[config.mk]
export PLATFORM = sky130hd
export DESIGN_NAME = alu_seq
export DESIGN_NICKNAME = d
export VERILOG_FILES = /design/src/rtl/alu_seq.sv
export SDC_FILE = /design/constraint.sdc
export NUM_CORES = 1
export LEC_CHECK = 0
export BUFFER_PORTS_ARGS = -buffer_cell sky130_fd_sc_hd__buf_2
export CAP_MARGIN = 10
export CORE_MARGIN = 2
export CORE_UTILIZATION = 52
export CTS_CLUSTER_DIAMETER = 40
export DETAILED_ROUTE_END_ITERATION = 6
export PLACE_DENSITY_LB_ADDON = 0.15
export SLEW_MARGIN = 20
export SYNTH_ARGS = -nofsm -noshare
export SYNTH_HDL_FRONTEND = slang
export SYNTH_SLANG_ARGS = --single-unit
[constraint.sdc]
create_clock -name mclk -period 0.8 [get_ports mclk]
set_input_delay 0.04 -clock mclk [delete_from_list [all_inputs] [get_ports mclk]]
set_output_delay 0.04 -clock mclk [all_outputs]
set_load 0.01 [all_outputs]
[src/rtl/alu_seq.sv]
`default_nettype none
// ============================================================================
// alu_seq : registered 8-op ALU with start/done handshake and flags.
// Optional shift-add multiplier on opcode 7 when ALU_MUL_EN is defined
// (otherwise opcode 7 is CMP).  Revision: 1.0
// ============================================================================
module alu_seq #(
    parameter int WIDTH = 8
) (
    input  logic             mclk,
    input  logic             rst_n,
    input  logic             mclk_en,
    input  logic             i_start,
    input  logic [2:0]       i_op,
    input  logic             i_latch_flags,
    input  logic [WIDTH-1:0] i_a,
    input  logic [WIDTH-1:0] i_b,
    output logic [WIDTH-1:0] o_data,
    output logic             o_busy,
    output logic             o_done,
    output logic             o_zero,
    output logic             o_carry,
    output logic             o_odd,
    output logic             o_negative,
    output logic             o_overflow
);

    localparam int SW = $clog2(WIDTH);

    logic [WIDTH:0]   sum;
    logic [WIDTH:0]   diff;
    logic [WIDTH:0]   shl_ext;
    logic [WIDTH:0]   shr_ext;
    logic [SW-1:0]    shamt;
    logic [WIDTH-1:0] alu_res;
    logic             alu_carry;
    logic             alu_ovf;
    logic             single_go;
    logic             single_wr;

    // Shifts carry one guard bit so the last bit shifted out falls into it.
    always_comb begin
        shamt     = i_b[SW-1:0];
        sum       = {1'b0, i_a} + {1'b0, i_b};
        diff      = {1'b0, i_a} - {1'b0, i_b};
        shl_ext   = {1'b0, i_a} << shamt;
        shr_ext   = {i_a, 1'b0} >> shamt;
        alu_res   = '0;
        alu_carry = 1'b0;
        alu_ovf   = 1'b0;
        case (i_op)
            3'd0: begin
                alu_res   = sum[WIDTH-1:0];
                alu_carry = sum[WIDTH];
                alu_ovf   = (i_a[WIDTH-1] == i_b[WIDTH-1]) && (sum[WIDTH-1] != i_a[WIDTH-1]);
            end
            3'd1, 3'd7: begin
                alu_res   = diff[WIDTH-1:0];
                alu_carry = diff[WIDTH];
                alu_ovf   = (i_a[WIDTH-1] != i_b[WIDTH-1]) && (diff[WIDTH-1] != i_a[WIDTH-1]);
            end
            3'd2: alu_res = i_a & i_b;
            3'd3: alu_res = i_a | i_b;
            3'd4: alu_res = i_a ^ i_b;
            3'd5: begin
                alu_res   = shl_ext[WIDTH-1:0];
                alu_carry = shl_ext[WIDTH];
            end
            3'd6: begin
                alu_res   = shr_ext[WIDTH:1];
                alu_carry = shr_ext[0];
            end
            default: ;
        endcase
    end

`ifdef ALU_MUL_EN
    typedef enum logic [0:0] {
        IDLE = 1'b0,
        MUL  = 1'b1
    } state_t;

    state_t             state;
    state_t             state_nxt;
    logic [2*WIDTH-1:0] acc;
    logic [2*WIDTH-1:0] mcand;
    logic [2*WIDTH-1:0] acc_step;
    logic [WIDTH-1:0]   mplier;
    logic [SW-1:0]      cnt;
    logic               mul_latch;
    logic               mul_go;
    logic               mul_last;

    always_comb begin
        single_go = (state == IDLE) && i_start && (i_op != 3'd7);
        single_wr = 1'b1;
        mul_go    = (state == IDLE) && i_start && (i_op == 3'd7);
        mul_last  = (state == MUL) && (cnt == SW'(WIDTH - 1));
        acc_step  = acc + (mplier[0] ? mcand : '0);
        state_nxt = state;
        case (state)
            IDLE:    if (mul_go)   state_nxt = MUL;
            MUL:     if (mul_last) state_nxt = IDLE;
            default: state_nxt = IDLE;
        endcase
    end

    always_ff @(posedge mclk or negedge rst_n) begin
        if (!rst_n)
            state <= IDLE;
        else if (mclk_en)
            state <= state_nxt;
    end

    assign o_busy = (state == MUL);
`else
    // CMP shares the SUB datapath but never writes the result register.
    always_comb begin
        single_go = i_start;
        single_wr = (i_op != 3'd7);
    end

    assign o_busy = 1'b0;
`endif

    always_ff @(posedge mclk or negedge rst_n) begin
        if (!rst_n) begin
            o_data     <= '0;
            o_done     <= 1'b0;
            o_zero     <= 1'b0;
            o_carry    <= 1'b0;
            o_odd      <= 1'b0;
            o_negative <= 1'b0;
            o_overflow <= 1'b0;
`ifdef ALU_MUL_EN
            acc        <= '0;
            mcand      <= '0;
            mplier     <= '0;
            cnt        <= '0;
            mul_latch  <= 1'b0;
`endif
        end else if (mclk_en) begin
            o_done <= 1'b0;
            if (single_go) begin
                o_done <= 1'b1;
                if (single_wr)
                    o_data <= alu_res;
                if (i_latch_flags) begin
                    o_zero     <= (alu_res == '0);
                    o_carry    <= alu_carry;
                    o_odd      <= alu_res[0];
                    o_negative <= alu_res[WIDTH-1];
                    o_overflow <= alu_ovf;
                end
            end
`ifdef ALU_MUL_EN
            if (mul_go) begin
                acc       <= '0;
                mcand     <= {{WIDTH{1'b0}}, i_a};
                mplier    <= i_b;
                cnt       <= '0;
                mul_latch <= i_latch_flags;
            end else if (state == MUL) begin
                acc    <= acc_step;
                mcand  <= mcand << 1;
                mplier <= mplier >> 1;
                cnt    <= cnt + 1'b1;
                if (mul_last) begin
                    o_data <= acc_step[WIDTH-1:0];
                    o_done <= 1'b1;
                    if (mul_latch) begin
                        o_zero     <= (acc_step[WIDTH-1:0] == '0);
                        o_carry    <= |acc_step[2*WIDTH-1:WIDTH];
                        o_odd      <= acc_step[0];
                        o_negative <= acc_step[WIDTH-1];
                        o_overflow <= 1'b0;
                    end
                end
            end
`endif
        end
    end

endmodule
`default_nettype wire
[Yosys cells after proc, flatten, opt, wreduce, memory -nomap -nowiden]
Cells that the tools add are included.
W data, S select, Z words.
Operators by class
  $add $sub $neg: 2
  bitwise operators: 3
  equal/unequal tests: 12
  reduce and logical (&&, ||, !) cells: 7
  muxes and demuxes: 4
  shifts and indexed selects: 2
Operators with widths (count)
  $pmux W8 S7: 1
  $eq A3 B3 Y1 const B: 4
  $add A8 B8 Y9: 1
  $shl A8 B3 Y9: 1
  $shr A9 B3 Y9: 1
  $sub A8 B8 Y9: 1
  $and A8 B8 Y8: 1
  $logic_not A8 Y1: 1
  $or A8 B8 Y8: 1
  $xor A8 B8 Y8: 1
  $eq A3 B2 Y1 const B: 2
  $reduce_and A3 Y1: 2
  $pmux W1 S4: 1
  $eq A3 B1 Y1 const B: 1
  $logic_not A3 Y1: 1
  $ne A1 B1 Y1: 3
  $ne A3 B3 Y1 const B: 1
  $logic_and A1 B1 Y1: 2
  $pmux W1 S2: 1
  $reduce_or A2 Y1: 1
  $eq A1 B1 Y1: 1
  $mux W1: 1
Word-level totals
  output and inout bits: 15
  word-level logic and storage cells: 37
  bits in registers: 14
  input bits: 24

[Depth between registers and ports, before layout]
  depth after elaboration: 4
  mapped depth: 11

[Worst setup path before layout]
No wires, ideal clock.
  kind: input to register
  start point: input i_b[0]
  end point: register o_zero
  required time: 0.696 ns
  data arrival time: 2.494 ns
  setup time: 0.104 ns
  stages: 11
  setup slack: -1.797 ns
  path through: buf_1 > buf_1 > inv_1 > ha_1 > nand2b_1 > a32o_1 > a222oi_1 > o211ai_1 > nor4_1 > nand4_1 > o41ai_2
On the way
  word-level cells in the longest chain between the ends: 3
  elaborated cells between the ends (all ways): 9
  those cells by class: add/sub: 2; shift: 2; mux: 1; bitwise: 3; reduce/logical: 1
RTL lines
  start: declaration: line 17  | input logic [WIDTH-1:0] i_b,
  $sub A8 B8 Y9 (tied with other cells): line 45  | diff = {1'b0, i_a} - {1'b0, i_b};
  $pmux W8 S7 (*): line 51  | case (i_op)
  $logic_not A8 Y1 (*): line 149  | o_zero <= (alu_res == '0);
  end signal: assignment: line 149
  end: declaration: line 21  | output logic o_zero,
Mark *: on every way between the ends. The rest lies on a longest branch, timed or not.
A chain may end at the register's enable or synchronous reset.

[Final worst setup path]
  start point: input i_b[1]
  end point: register o_overflow
On the way
  word-level cells in the longest chain between the ends: 4
  elaborated cells between the ends (all ways): 7
  those cells by class: add/sub: 2; eq/ne: 2; mux: 1; reduce/logical: 2
RTL lines
  $sub A8 B8 Y9 or $add A8 B8 Y9 (tied branches): line 45, 44
  $ne A1 B1 Y1, on equally long branches: line 60, 55
  $logic_and A1 B1 Y1, on equally long branches: line 60, 55
  $pmux W1 S2 (*): line 51
  end signal: assignment: line 153  | o_overflow <= alu_ovf;
  end: declaration: line 25  | output logic o_overflow
Marked as above.

==> results.ini <==
[timing]
fin_crit_ns=2.12
setup_violations=27
timing.hold.ws_ns=0.0803
finalMaxSlewViolations=0
slew_headroom_pct=52.6
hold_violations=0
fmax_ghz=0.472
tightest_slew_ns=0.704
skew_ns=0
rsz0062_at_grt=yes
finalWorstSetupSlack_ns=-1.32
fin_crit_sh_pct=265

[setup_path]
critical_path_class=primary input to flip-flop
crit_path_end_kind=flip-flop
slowest_delay_ns=0.35
path_max_fanout=5
slowest_stage=o31ai_1
cp_cell_sequence=buf_12 -> buf_6 -> clkinvlp_4 -> ha_4 -> o21bai_1 -> buf_4 -> nand2_1 -> o21ai_2 -> o221ai_2 -> buf_4 -> o31ai_1 -> a21oi_1 -> o31ai_1
worstSetupStartpointType=primary input
crit_required_ns=0.94
cp.arrival_ns=2.26

[routing]
dr.pass1.iters=7
drt-total-wl_mm=15.6
viasPerCell=7.92
drtIter0Drc=1136
wl_per_cell_um=31.2
drc=41
ant_nets=0
vias=3953

[global_routing]
grt_usage_pct=44.5
grt_pass1_vias=3340
antenna_found_initial=0
grt_max_degree=15
grt_first_pass_wirelength_mm=17.3
overflow=0

[pwr]
ir_worst_vdd_mv=0.871
p_per_area_nw_per_um2=1200
leakagePower_nw=2.00

[flow_run]
cap_violations=0

[cells_and_area]
layout_common_cells=124 x buf_4, 22 x buf_2, 21 x inv_1, 21 x nand2_1, 19 x buf_6
final_common_cell=buf_4
antenna_cells=0
area_growth_pct=79.5
layout.nets=499
fin_area_um2=4200
drive_gt1_share_pct=57.7

[synthesis]
synth.net_count=334
synth_cell_type_count=62
async_reset_ff_share_pct=100
synth_ff_type=dfrtp_1
synth_area_um2=2340
ys_seq_area_share_pct=15.0
avgSynthCellArea_um2=8.27
synth_edf_count=0
synth-seq-cells=14
yosysWarnings=0
synth_cells=283

[clock_network]
cts-buffers-inserted=3
cts_tree=built
cts_max_level=1
cts_sinks=14
root_buffer=clkbuf_8
clk_latency_ns=0.26
path_clk_slew_ns=0.07
clockBufferDepth=2

[floorplan]
start_util_pct=53.8
core_area_um2=4350
num_rows=24
die_y_um=71.1
die-width_um=71.1
dieArea_um2=5050
io_pins=39

[place]
io_buffers=37
dp_hpwl_mm=6.99
dpl_cell_area_um2=3550
routabilityCongestion=1.02

[status]
status=finished, violations left
violations=DRC, setup timing

[hold_path]
hold_path_class=primary input to flip-flop

[path summary, 6_finish.rpt]
path                            from    endpoint  slack (ns)  depth (start not counted)
max in group asynchronous      rst_n     o_carry        0.34                          2
setup reg to reg           o_data[0]   o_data[0]       -0.09                          1
min in group asynchronous      rst_n       o_odd        0.21                          2
hold reg to reg               o_done      o_done        0.51                          1
hold / removal               i_start      o_done        0.08                          2
setup / recovery              i_b[1]  o_overflow       -1.32                         13
[flip-flops by register name, summed over array words and instances (netlist names)]
| signal | count |
|---|---|
| o_done | 1 |
| o_negative | 1 |
| o_odd | 1 |
| o_overflow | 1 |
| o_carry | 1 |
| o_data | 8 |
| o_zero | 1 |
[per-layer routing]
metal,vias to the layer above,share of wire (%),wire length [µm],global-route usage [%]
li1,1407,-,-,-
met1,1695,30,4610,53.5
met3,274,17,2620,7.26
met5,-,0,0,0
met2,577,40,6190,72.9
met4,0,14,2160,29.8
[cell families after synthesis]
group,Yosys count,synth area share (%)
flops,14,15.0
xor+xnor,1,0.374
mux,21,15.2
other cells,1,0.160
fa+ha+maj,27,15.1
compound gates,93,28.8
buf+inv,43,7.48
simple gates,83,17.9
[synth_stat cells (all sizes together), types with 2 or more instances]
library cell   n  area, µm²
mux2i          3       30.0
o31ai          3       22.5
nor3           6       30.0
o21bai         4       30.0
inv           27        101
buf            6       36.3
nand2b         5       31.3
o221a          2       22.5
a221oi         6       58.8
nor2          19       71.3
nand3b         2       15.0
or3            4       25.0
ha            25        313
fa             2       40.0
nor4           3       18.8
a21oi         18       90.1
o21a           2       15.0
o211ai         3       22.5
nor4bb         2       20.0
a21o           2       15.0
nor2b          5       31.3
mux4          10        236
nand2         23       86.3
o21ai         17       85.1
a211oi         3       22.5
nor3b          2       15.0
clkbuf         9       33.8
o221ai         2       17.5
a22oi          4       30.0
a32oi          2       17.5
mux2           8       90.1
nand4          2       12.5
dfrtp         14        350
nand3          6       30.0
o22ai          4       25.0
a211o          4       35.0
o2111ai        4       35.0
[cell type report]
cell class,instances,area [µm²]
Timing Repair Buffer,175,1430
Tap cell,52,65.1
Inverter,28,140
Clock buffer,4,55.1
Sequential cell,14,350
Multi-Input combinational cell,226,2160
Fill cell,84,153
[metrics by stage]
step	setup slack (ns)	TNS, ns	cells	power (mW)	utilization (%)
5_1_grt	-1.70	-15.33	499	5.12	96.5
4_1_cts	-1.09	-11.37	489	4.24	92.0
3_5_place_dp	-1.53	-16.43	465	3.21	81.5
2_1_floorplan	-1.24	-11.01	283	2.18	-
3_3_place_gp	-1.53	-15.95	465	3.15	81.5
6_report	-1.32	-14.79	499	5.04	96.5
[where the power goes]
part	internal [mW]	total (mW)	switching [mW]
logic	1.56	3.32	1.76
registers	0.850	0.965	0.115
clock network	0.438	0.750	0.312
total	2.85	5.04	2.19
[worst max-delay path: cells and delay by family]
kind / cells / cell delay [ns]
compound gates: 6 / 1.19
buf+inv: 5 / 0.70
fa+ha+maj: 1 / 0.26
simple gates: 1 / 0.07
[what timing repair did]
| action | CTS | global route |
|---|---|---|
| hold buffers | 1 | 0 |
| pin swaps | 19 | 25 |
| endpoints found under the setup margin | 20 | 27 |
| gates cloned | 0 | 0 |
| hold endpoints to repair | 14 | 0 |
| setup buffers | 20 | 14 |
| gates resized for setup | 63 | 35 |
Note: power is estimated with default switching activity, not from simulation.
